File: config.mk
export PLATFORM = sky130hd
export DESIGN_NAME = instruction_fetch_controller_flat
export DESIGN_NICKNAME = d
export VERILOG_FILES = /design/src/rtl/instruction_fetch_controller_if.sv /design/src/rtl/instruction_fetch_controller.sv /design/src/flat_wrapper.sv
export SDC_FILE = /design/constraint.sdc
export NUM_CORES = 1
export LEC_CHECK = 0
export ABC_CLOCK_PERIOD_IN_PS = 8280
export CAP_MARGIN = 20
export CORE_MARGIN = 4
export CORE_UTILIZATION = 30
export DETAILED_ROUTE_END_ITERATION = 7
export DONT_BUFFER_PORTS = 1
export GPL_ROUTABILITY_DRIVEN = 0
export GPL_TIMING_DRIVEN = 1
export MAX_ROUTING_LAYER = met4
export PLACE_DENSITY = 0.44
export REMOVE_ABC_BUFFERS = 1
export SYNTH_ARGS = -nofsm -noshare
export SYNTH_HDL_FRONTEND = slang
export SYNTH_SLANG_ARGS = --single-unit
File: constraint.sdc
create_clock -name clk -period 8.28 [get_ports clk]
set_input_delay 2.07 -clock clk [delete_from_list [all_inputs] [get_ports clk]]
set_output_delay 2.07 -clock clk [all_outputs]
set_load 0.02 [all_outputs]
File: src/rtl/instruction_fetch_controller_if.sv
// rtl/instruction_fetch_controller_if.sv - fetch controller bus: hazard/branch inputs, imem port, IF/ID outputs
interface instruction_fetch_controller_if;
    logic        stall;
    logic        redirect;
    logic [31:0] redirect_pc;
    logic [31:0] address;
    logic [31:0] instruction;
    logic [31:0] if_instruction;
    logic [31:0] if_pcplus4;
    logic        if_valid;
    logic        halted;
    logic [31:0] fetch_count;

    modport master (
        input  stall, redirect, redirect_pc, instruction,
        output address, if_instruction, if_pcplus4, if_valid, halted, fetch_count
    );

    modport slave (
        output stall, redirect, redirect_pc, instruction,
        input  address, if_instruction, if_pcplus4, if_valid, halted, fetch_count
    );
endinterface

File: src/rtl/instruction_fetch_controller.sv
// rtl/instruction_fetch_controller.sv - PC sequencer and IF/ID register with stall, redirect, wrap and halt
module instruction_fetch_controller #(
    parameter logic [31:0] RESET_PC   = 32'h0000_0000,
    parameter int          IMEM_DEPTH = 128,
    parameter logic [31:0] HALT_WORD  = 32'hFFFF_FFFF
) (
    input  logic                                clk,
    input  logic                                rst,
    instruction_fetch_controller_if.master      bus
);
    localparam logic [31:0] MEM_BYTES = 32'(4 * IMEM_DEPTH);

    typedef enum logic [1:0] {BOOT, RUN, STALL, HALT} state_t;

    state_t      state_q, state_d;
    logic [31:0] pc_q, pc_d;
    logic [31:0] ifi_q, ifi_d;
    logic [31:0] ifp_q, ifp_d;
    logic [31:0] cnt_q, cnt_d;
    logic        valid_q, valid_d;
    logic [31:0] pc_plus4, next_seq, target;

    assign pc_plus4 = pc_q + 32'd4;
    assign next_seq = (pc_plus4 == MEM_BYTES) ? 32'd0 : pc_plus4;
    assign target   = (bus.redirect_pc & ~32'd3) % MEM_BYTES;

    always_comb begin
        state_d = state_q;
        pc_d    = pc_q;
        ifi_d   = ifi_q;
        ifp_d   = ifp_q;
        cnt_d   = cnt_q;
        valid_d = valid_q;
        case (state_q)
            BOOT: begin
                valid_d = 1'b0;
                state_d = RUN;
                if (bus.redirect) begin
                    pc_d  = target;
                    ifi_d = 32'd0;
                end
            end
            RUN, STALL: begin
                if (bus.redirect) begin
                    pc_d    = target;
                    ifi_d   = 32'd0;
                    valid_d = 1'b0;
                    state_d = RUN;
                end else if (bus.stall) begin
                    state_d = STALL;
                end else begin
                    // Leaving STALL fetches the held PC in this same cycle, so nothing is lost.
                    ifi_d   = bus.instruction;
                    ifp_d   = pc_plus4;
                    valid_d = 1'b1;
                    cnt_d   = (cnt_q == 32'hFFFF_FFFF) ? cnt_q : cnt_q + 32'd1;
                    if (bus.instruction == HALT_WORD) begin
                        state_d = HALT;
                    end else begin
                        pc_d    = next_seq;
                        state_d = RUN;
                    end
                end
            end
            HALT: begin
                ifi_d   = 32'd0;
                valid_d = 1'b0;
                if (bus.redirect) begin
                    pc_d    = target;
                    state_d = RUN;
                end
            end
            default: state_d = BOOT;
        endcase
    end

    always_ff @(posedge clk) begin
        if (!rst) begin
            state_q <= BOOT;
            pc_q    <= RESET_PC;
            ifi_q   <= 32'd0;
            ifp_q   <= 32'd0;
            cnt_q   <= 32'd0;
            valid_q <= 1'b0;
        end else begin
            state_q <= state_d;
            pc_q    <= pc_d;
            ifi_q   <= ifi_d;
            ifp_q   <= ifp_d;
            cnt_q   <= cnt_d;
            valid_q <= valid_d;
        end
    end

    assign bus.address        = pc_q;
    assign bus.if_instruction = ifi_q;
    assign bus.if_pcplus4     = ifp_q;
    assign bus.if_valid       = valid_q;
    assign bus.halted         = (state_q == HALT);
    assign bus.fetch_count    = cnt_q;
endmodule
File: src/flat_wrapper.sv
// flat-port wrapper written by rule: the top's interface ports become plain ports
module instruction_fetch_controller_flat 
#(
    parameter logic [31:0] RESET_PC   = 32'h0000_0000,
    parameter int          IMEM_DEPTH = 128,
    parameter logic [31:0] HALT_WORD  = 32'hFFFF_FFFF
)
  (clk, rst, bus_stall, bus_redirect, bus_redirect_pc, bus_instruction, bus_address, bus_if_instruction, bus_if_pcplus4, bus_if_valid, bus_halted, bus_fetch_count);
  instruction_fetch_controller_if bus_i ();
  input  logic clk;
  input  logic rst;
  input wire logic [$bits(bus_i.stall)-1:0] bus_stall;
  input wire logic [$bits(bus_i.redirect)-1:0] bus_redirect;
  input wire logic [$bits(bus_i.redirect_pc)-1:0] bus_redirect_pc;
  input wire logic [$bits(bus_i.instruction)-1:0] bus_instruction;
  output wire logic [$bits(bus_i.address)-1:0] bus_address;
  output wire logic [$bits(bus_i.if_instruction)-1:0] bus_if_instruction;
  output wire logic [$bits(bus_i.if_pcplus4)-1:0] bus_if_pcplus4;
  output wire logic [$bits(bus_i.if_valid)-1:0] bus_if_valid;
  output wire logic [$bits(bus_i.halted)-1:0] bus_halted;
  output wire logic [$bits(bus_i.fetch_count)-1:0] bus_fetch_count;
  assign bus_i.stall = bus_stall;
  assign bus_i.redirect = bus_redirect;
  assign bus_i.redirect_pc = bus_redirect_pc;
  assign bus_i.instruction = bus_instruction;
  assign bus_address = bus_i.address;
  assign bus_if_instruction = bus_i.if_instruction;
  assign bus_if_pcplus4 = bus_i.if_pcplus4;
  assign bus_if_valid = bus_i.if_valid;
  assign bus_halted = bus_i.halted;
  assign bus_fetch_count = bus_i.fetch_count;
  instruction_fetch_controller #(.RESET_PC(RESET_PC), .IMEM_DEPTH(IMEM_DEPTH), .HALT_WORD(HALT_WORD)) u_core (.clk(clk), .rst(rst), .bus(bus_i));
endmodule
==> results of run 1 <==
power by group:
group | internal (mW) | switching (mW)
logic | 0.0258 | 0.0526
registers | 0.626 | 0.0365
clock network | 0.463 | 0.279
total | 1.12 | 0.368
synth_stat cells (all sizes together), types with 2 or more instances:
cell type,instances
and4,7
a31oi,14
or4,2
clkbuf,39
or3,13
a21oi,33
a211o,2
a311oi,2
nand4,39
buf,22
and2,5
and3,16
nor4,14
nor3,17
o21ai,25
nand2b,4
a22oi,32
nand2,40
xor2,21
nand3,25
mux2i,3
nor3b,2
ha,4
inv,11
a211oi,29
or2,3
dfxtp,127
nor2,122
nand4b,4
o21a,3
a2111oi,2
xnor2,29
a41oi,11
state kept, by name, indices dropped and copies added, names as in the netlist:
name,count
u_core.bus.fetch_count,32
u_core.bus.if_instruction,32
u_core.bus.address,30
u_core.bus.if_pcplus4,30
u_core.state_q,2
u_core.bus.if_valid,1
kinds of logic (layout without fill, tap and decap cells):
logic type	count (synthesis)	after routing	synth area share, %
AND/OR/NAND/NOR	316	316	26.1
AO/OA/AOI/OAI	164	164	18.6
flip-flops	127	127	41.5
buffers and inverters	73	49	5.25
XOR/XNOR	50	50	7.15
adder cells (fa/ha/maj)	4	4	0.818
multiplexers	3	3	0.491
other	1	7	0.0613
metal layers:
layer  track usage, %  vias to the layer above  part of all wire [%]
met5                -                        -                     0
met4             5.58                        0                   1.4
met3             5.95                       20                   9.9
met2             25.5                      222                    46
met1             21.8                     2579                    43
li1                 -                     2626                     -
worst paths after layout:
check,endpoint,cells after the start
setup / recovery,u_core.bus.fetch_count[15]$_SDFFE_PN0P_,6
hold / removal,u_core.bus.if_pcplus4[30]$_SDFFE_PN0P_,2
setup reg to reg,u_core.bus.address[9]$_SDFFE_PN0P_,9
hold reg to reg,u_core.bus.if_pcplus4[30]$_SDFFE_PN0P_,2
final cells by class:
type / instances / area [sq um]
Antenna cell: 3 / 7.51
Clock buffer: 21 / 470
Clock inverter: 10 / 113
Fill cell: 2069 / 12900
Inverter: 12 / 46.3
Multi-Input combinational cell: 541 / 3290
Sequential cell: 127 / 2540
Tap cell: 265 / 332
Timing Repair Buffer: 6 / 85.1
per-stage QoR:
stage | instances | worst slack (ns)
floorplan | 680 | 2.73
global placement | 949 | 3.50
detailed placement | 951 | 3.51
CTS | 982 | 3.96
global route | 985 | 3.78
finish | 985 | 3.99
tightest hold or removal path, cell delays in order (launching register included):
cell	delay, ns
dfxtp_1	0.37
nor2_1	0.12
nor3_1	0.05
==> flow_summary.toml, run 1 <==
[critical_path]
cpPeakStageDelay_ns = 0.70
worstPathRequired_ns = 8.62
cp_max_fo = 11
critPathKind = "input port to flop"
start_kind = "input port"
r2r_slack_ns = 4.17
crit_path_end_kind = "flop"
crit_path_start = "bus_redirect"
crit_path_frequent_cell = "a21oi_1"
cp.arrival_ns = 4.62
rr_startpoint = "u_core.bus.address[2]$_SDFFE_PN0P_"
path_delay_family = "simple AND/OR/NAND/NOR gates"
critPathSlowestCell = "a21oi_1"
path_buf_inv = 0
critical_path.cell_chain = "nand2b_1 > or2_2 > a21oi_1 > nand4_1 > or3_1 > a21oi_1"

[min_path]
hold_class = "flop to flop"
hold_start = "u_core.bus.if_pcplus4[30]$_SDFFE_PN0P_"

[clocking]
clk_latency_ns = 0.42
clock_path_buffers = 2
tritoncts = "done"
cts.sinks = 127
cts_root_buf = "clkbuf_16"
cts_hold_buf = 0
post_cts_buffers = 0
cts_inserted_buffers = 17
cts-htree-levels = 4
cts_resized = 0
clk_pin_slew_ns = 0.06

[floorplan]
fp.dieArea_sq_mm = 0.0228
core_sq_mm = 0.0198
ios = 198
initial_core_util_pct = 30.9
fp.dieH_um = 151
fp.dieW_um = 151
row_count = 51

[synth]
synthesis.instances = 738
yosys.area.top_type_share_pct = 41.5
synth_top_cell_by_area = "dfxtp_1"
async_flop_share_pct = 0
synth_area_per_cell_sq_um = 8.30
ys_seq_area_share_pct = 41.5
synthTopCellsByArea = "dfxtp_1 (42%), nor2_1 (7.4%), xnor2_1 (4.1%)"
synth_edf_count = 0
synth_cell_types = 58
synth-seq-cells = 127
yosys_warnings = 0
netlist_area_sq_mm = 0.00612
ys.flop_type = "dfxtp_1"

[layout]
utilization_pct = 34.8
area_growth_pct = 12.4
layout_common_cells = "dfxtp_1 (127), nor2_1 (118), nand2_1 (40), nand4_1 (36)"
finish.instance_area_sq_mm = 0.00688
layout-drive-gt1-share_pct = 7.95
final_nets = 777
final_common_cell = "dfxtp_1"

[sta]
min_period_ns = 4.29
hold_violations = 0
worst_pin_slew_ns = 1.05
setup_viol_count_final = 0
fin_setup_tns_ns = 0
fin_crit_sh_pct = 51.8
rsz0062_at_grt = "no"
slew_violations = 0
timing.slew.headroom_pct = 29.4
fin_skew_ns = 0.00990
timing.fmax_mhz = 233
whs_ns = 0.592

[routing]
wirelength_mm = 18.9
via_per_inst = 5.53
wl_per_cell_um = 19.2
drtIter0Drc = 451
firstDrtPassIters = 5
drc = 0
ant_nets = 0
num_vias = 5447

[outcome]
status = "finished, final reports clean"

[power]
ir_worst_vdd_uv = 111
power_density_mw_per_mm2 = 216
p_leak_nw = 2.17
p_total_mw = 1.48

[job]
drv_cap = 0

[global_routing]
grt_pass1_vias = 5131
antenna_found_initial = 3
grt_util_all_layers_pct = 17.1
overflow = 0
grt_first_pass_wirelength_mm = 29.2
grt_max_degree = 66

[place]
hpwl_mm = 13.3
dpl_cell_area_sq_mm = 0.00629
io_buffers = 0
(Power assumes the default switching activity.)
==> run 2, diff against run 1 <==
--- a/config.mk
+++ b/config.mk
@@ -5,7 +5,7 @@
 export SDC_FILE = /design/constraint.sdc
 export NUM_CORES = 1
 export LEC_CHECK = 0
-export ABC_CLOCK_PERIOD_IN_PS = 8280
+export ABC_CLOCK_PERIOD_IN_PS = 3700
 export CAP_MARGIN = 20
 export CORE_MARGIN = 4
 export CORE_UTILIZATION = 30
@@ -14,7 +14,7 @@
 export GPL_ROUTABILITY_DRIVEN = 0
 export GPL_TIMING_DRIVEN = 1
 export MAX_ROUTING_LAYER = met4
-export PLACE_DENSITY = 0.44
+export PLACE_DENSITY = 0.45
 export REMOVE_ABC_BUFFERS = 1
 export SYNTH_ARGS = -nofsm -noshare
 export SYNTH_HDL_FRONTEND = slang
==> constraint.sdc (replaced) <==
create_clock -name clk -period 3.7 [get_ports clk]
set_input_delay 0.925 -clock clk [delete_from_list [all_inputs] [get_ports clk]]
set_output_delay 0.925 -clock clk [all_outputs]
set_load 0.02 [all_outputs]
==> flow_summary.toml, run 2 (synthesis gave the netlist of run 1 again) <==
[floorplan]
core_sq_mm = 0.0198
fp.dieArea_sq_mm = 0.0228
fp.dieW_um = 151
initial_core_util_pct = 30.9
fp.dieH_um = 151
row_count = 51
ios = 198

[critical_path]
r2r_slack_ns = 0.49
cpPeakStageDelay_ns = 0.67
critPathKind = "flop to flop"
cp.arrival_ns = 3.55
rr_endpoint = "u_core.bus.address[9]$_SDFFE_PN0P_"
critPathSlowestCell = "dfxtp_1"
crit_path_end_kind = "flop"
worstPathRequired_ns = 4.03
crit_path_frequent_cell = "buf_4"
cp_max_fo = 16
start_kind = "flop"
ff2ff_path_depth = 10
rr_startpoint = "u_core.bus.address[6]$_SDFFE_PN0P_"
critical_path.cell_chain = "nand4_2 > or4_1 > buf_4 > nor4_1 > a211oi_1 > and4b_1 > nand4_4 > buf_4 > a41oi_1 > a31oi_1"

[global_routing]
grt_util_all_layers_pct = 17.8
use_met3_pct = 6.94
grt_first_pass_wirelength_mm = 30.7
antenna_found_initial = 4
top_usage_layer = "met2"
grt_max_degree = 61
grt_pass1_vias = 5556
grt_use_met1_pct = 22.4
overflow = 0
use_met2_pct = 25.9

[clocking]
cts_root_buf = "clkbuf_16"
post_cts_buffers = 0
clk_latency_ns = 0.42
cts.sinks = 127
clk_pin_slew_ns = 0.06
cts_resized = 0
tritoncts = "done"
clock_path_buffers = 2
cts-htree-levels = 4
cts_inserted_buffers = 17
cts_hold_buf = 0

[layout]
final_common_cell = "dfxtp_1"
layout_common_cells = "dfxtp_1 (127), nor2_1 (118), buf_4 (43), nand2_1 (40), nand4_1 (36)"
final_nets = 815
finish.instance_area_sq_mm = 0.00722
area_growth_pct = 17.9
layout-drive-gt1-share_pct = 12.7
utilization_pct = 36.5
fin_cells = 1025

[routing]
ant_nets = 0
firstDrtPassIters = 5
wirelength_mm = 19.4
via_per_inst = 5.50
drtIter0Drc = 429
num_vias = 5633
wl_per_cell_um = 18.9
drc = 0

[place]
dp_cells = 989
io_buffers = 0
hpwl_mm = 13.9
dpl_cell_area_sq_mm = 0.00655

[power]
power_density_mw_per_mm2 = 492
p_comb_share_pct = 5.7
p_total_mw = 3.55
sw_frac_of_total_pct = 24.6
p_clk_share_pct = 53.0
ir_worst_vdd_uv = 289
internal_power_mw = 2.68
seq_power_share_pct = 41.2
p_leak_nw = 2.41
switchingPower_mw = 0.874

[sta]
fin_skew_ns = 0.00789
timing.fmax_mhz = 311
worst_pin_slew_ns = 0.749
setup_viol_count_final = 0
min_period_ns = 3.21
fin_crit_sh_pct = 86.9
timing.slew.headroom_pct = 49.6
slew_violations = 0
rsz0062_at_grt = "no"
hold_violations = 0
whs_ns = 0.579

[job]
drv_cap = 0

[outcome]
status = "finished, final reports clean"

[min_path]
min_path_cells = 2
hold_class = "flop to flop"
hold_start = "u_core.bus.if_pcplus4[3]$_SDFFE_PN0P_"
min_to = "u_core.bus.if_pcplus4[3]$_SDFFE_PN0P_"
[run 2: changes by cell type in the layout (fill, tap and decap cells not counted), sizes merged]
cell | before | now
buf | 6 | 44
bufinv | 2 | 5
clkbuf | 21 | 18
clkinv | 4 | 6
clkinvlp | 5 | 0
diode | 3 | 4
inv | 11 | 15
[run 2: worst max path at each step]
stage | start | endpoint | slack [ns]
2_1_floorplan | bus_redirect | u_core.bus.fetch_count[30]$_SDFFE_PN0P_ | -0.71
3_3_place_gp | u_core.bus.address[6]$_SDFFE_PN0P_ | u_core.bus.address[18]$_SDFFE_PN0P_ | 0.63
3_5_place_dp | bus_instruction[15] | u_core.bus.address[25]$_SDFFE_PN0P_ | 0.60
4_1_cts | u_core.bus.address[6]$_SDFFE_PN0P_ | u_core.bus.address[25]$_SDFFE_PN0P_ | 0.55
5_1_grt | u_core.bus.address[6]$_SDFFE_PN0P_ | u_core.bus.address[13]$_SDFFE_PN0P_ | 0.26
6_report | u_core.bus.address[6]$_SDFFE_PN0P_ | u_core.bus.address[9]$_SDFFE_PN0P_ | 0.49
[run 2: per-stage QoR]
step / setup slack [ns] / TNS (ns)
6_report: 0.486 / 0
5_1_grt: 0.255 / 0
4_1_cts: 0.551 / 0
3_5_place_dp: 0.604 / 0
3_3_place_gp: 0.628 / 0
2_1_floorplan: -0.709 / -10.88
[run 2: worst max-delay path, delay by kind of cell (launching register included)]
family / cells / cell delay (ns)
AO/OA/AOI/OAI: 3 / 0.43
buffers and inverters: 2 / 0.41
flip-flops: 1 / 0.67
AND/OR/NAND/NOR: 5 / 1.60
[run 2: per-layer routing]
layer | routed length (um) | up-vias
li1 | - | 2702
met1 | 8450 | 2694
met2 | 8700 | 214
met3 | 1920 | 23
met4 | 335 | 0
met5 | 0 | -
[run 2: final cells by class]
type | instances | area [sq um]
clock buffer | 18 | 429
tap | 265 | 332
timing repair buffer | 44 | 343
sequential | 127 | 2540
fill | 2046 | 12600
multi-input combinational | 541 | 3290
inverter | 12 | 46.3
antenna | 4 | 10.0
clock inverter | 14 | 229
[run 2: power groups by stage]
stage	clock, mW	sequential (mW)	combinational [mW]
floorplan	0	1.50	0.121
global placement	0	1.49	0.200
detailed placement	0	1.49	0.205
CTS	1.93	1.46	0.205
global route	1.99	1.47	0.229
finish	1.88	1.46	0.204
==> run 3, diff against run 2 <==
==> constraint.sdc (replaced) <==
create_clock -name clk -period 3.7 [get_ports clk]
set_input_delay 0.555 -clock clk [delete_from_list [all_inputs] [get_ports clk]]
set_output_delay 0.555 -clock clk [all_outputs]
set_load 0.02 [all_outputs]
==> flow_summary.toml, run 3 (synthesis gave the netlist of run 1 again) <==
[sta]
fin_skew_ns = 0.00938
timing.slew.headroom_pct = 44.0
fin_setup_tns_ns = 0
setup_viol_count_final = 0
whs_ns = 0.221
slew_violations = 0
fin_crit_sh_pct = 86.0
min_period_ns = 3.18
hold_violations = 0
rsz0062_at_grt = "no"
worst_pin_slew_ns = 0.840
final.setup.worst_slack_ns = 0.518
timing.fmax_mhz = 314

[min_path]
hold_class = "input port to flop"

[floorplan]
fp.dieW_um = 151
core_sq_mm = 0.0198
ios = 198
initial_core_util_pct = 30.9
row_count = 51
fp.dieArea_sq_mm = 0.0228
fp.dieH_um = 151

[critical_path]
cp.arrival_ns = 3.45
cpPeakStageDelay_ns = 0.72
critPathKind = "flop to flop"
critPathSlowestCell = "or4_1"
path_delay_family = "simple AND/OR/NAND/NOR gates"
start_kind = "flop"
cp_max_fo = 16
worstPathRequired_ns = 3.97
critical_path.cell_chain = "nand4_2 > or4_1 > o31a_1 > a211oi_1 > and4b_1 > nand4_4 > buf_4 > a41oi_1 > a31oi_1"
crit_path_end_kind = "flop"
path_buf_inv = 1

[global_routing]
grt_use_met1_pct = 22.5
overflow = 0
use_met3_pct = 5.83
top_usage_layer = "met2"
grt_max_degree = 53
use_met2_pct = 26.1
grt_first_pass_wirelength_mm = 30.2
grt_pass1_vias = 5440
grt_util_all_layers_pct = 17.5
antenna_found_initial = 3

[layout]
layout_common_cells = "dfxtp_1 (127), nor2_1 (118), buf_4 (41), nand2_1 (40), nand4_1 (36)"
final_nets = 814
layout-drive-gt1-share_pct = 12.6
final_common_cell = "dfxtp_1"
area_growth_pct = 16.3

[clocking]
clock_path_buffers = 2
cts_hold_buf = 0
cts_resized = 0
post_cts_buffers = 0
clk_latency_ns = 0.42
tritoncts = "done"
cts.sinks = 127
cts-htree-levels = 4
cts_inserted_buffers = 17
clk_pin_slew_ns = 0.06
cts_root_buf = "clkbuf_16"

[routing]
drtIter0Drc = 291
firstDrtPassIters = 5
wirelength_mm = 19.4
num_vias = 5506
ant_nets = 0
wl_per_cell_um = 18.9
via_per_inst = 5.38
drc = 0

[place]
place_ws_ns = 0.564
io_buffers = 0
hpwl_mm = 14.0

[outcome]
status = "finished, final reports clean"

[job]
drv_cap = 0

[power]
power_density_mw_per_mm2 = 460
p_leak_nw = 2.35
ir_worst_vdd_uv = 248
## run 3: cell count changes in the layout (fill, tap and decap cells not counted), sizes merged
cell      delta
buf          -1
clkinv       +2
bufinv       -4
clkinvlp     +2
diode        -1
## run 3: cell type report
class | instances | area [sq um]
multi-input combinational | 541 | 3290
sequential | 127 | 2540
inverter | 12 | 46.3
timing repair buffer | 43 | 343
fill | 2024 | 12700
clock buffer | 18 | 429
antenna | 3 | 7.51
clock inverter | 14 | 134
tap | 265 | 332
## run 3: per-stage QoR
stage / area, sq um / power (mW) / util [%] / cells
2_1_floorplan: 5860 / 1.62 / - / 680
3_3_place_gp: 6530 / 1.69 / 33.0 / 987
3_5_place_dp: 6550 / 1.70 / 33.1 / 988
4_1_cts: 7110 / 3.32 / 36.0 / 1020
5_1_grt: 7120 / 3.40 / 36.0 / 1023
6_report: 7120 / 3.27 / 36.0 / 1023
## run 3: layer usage
| metal | vias to the layer above | routed length (um) |
|---|---|---|
| li1 | 2694 | - |
| met1 | 2641 | 8670 |
| met2 | 155 | 8740 |
| met3 | 16 | 1690 |
| met4 | 0 | 278 |
| met5 | - | 0 |
## run 3: report_power, final
group	leakage, nW	switching (mW)	internal (mW)
Combinational	1.05	0.144	0.0655
Clock	0.272	0.668	0.934
Sequential	1.03	0.0599	1.40
## run 3: final timing paths
path,startpoint,endpoint,slack (ns),depth (start not counted)
worst max-delay path,u_core.bus.address[6]$_SDFFE_PN0P_,u_core.bus.address[12]$_SDFFE_PN0P_,0.52,9
worst min-delay path,bus_redirect,u_core.bus.address[27]$_SDFFE_PN0P_,0.22,1
worst max register to register,u_core.bus.address[6]$_SDFFE_PN0P_,u_core.bus.address[12]$_SDFFE_PN0P_,0.52,9
worst min register to register,u_core.bus.if_pcplus4[3]$_SDFFE_PN0P_,u_core.bus.if_pcplus4[3]$_SDFFE_PN0P_,0.58,2
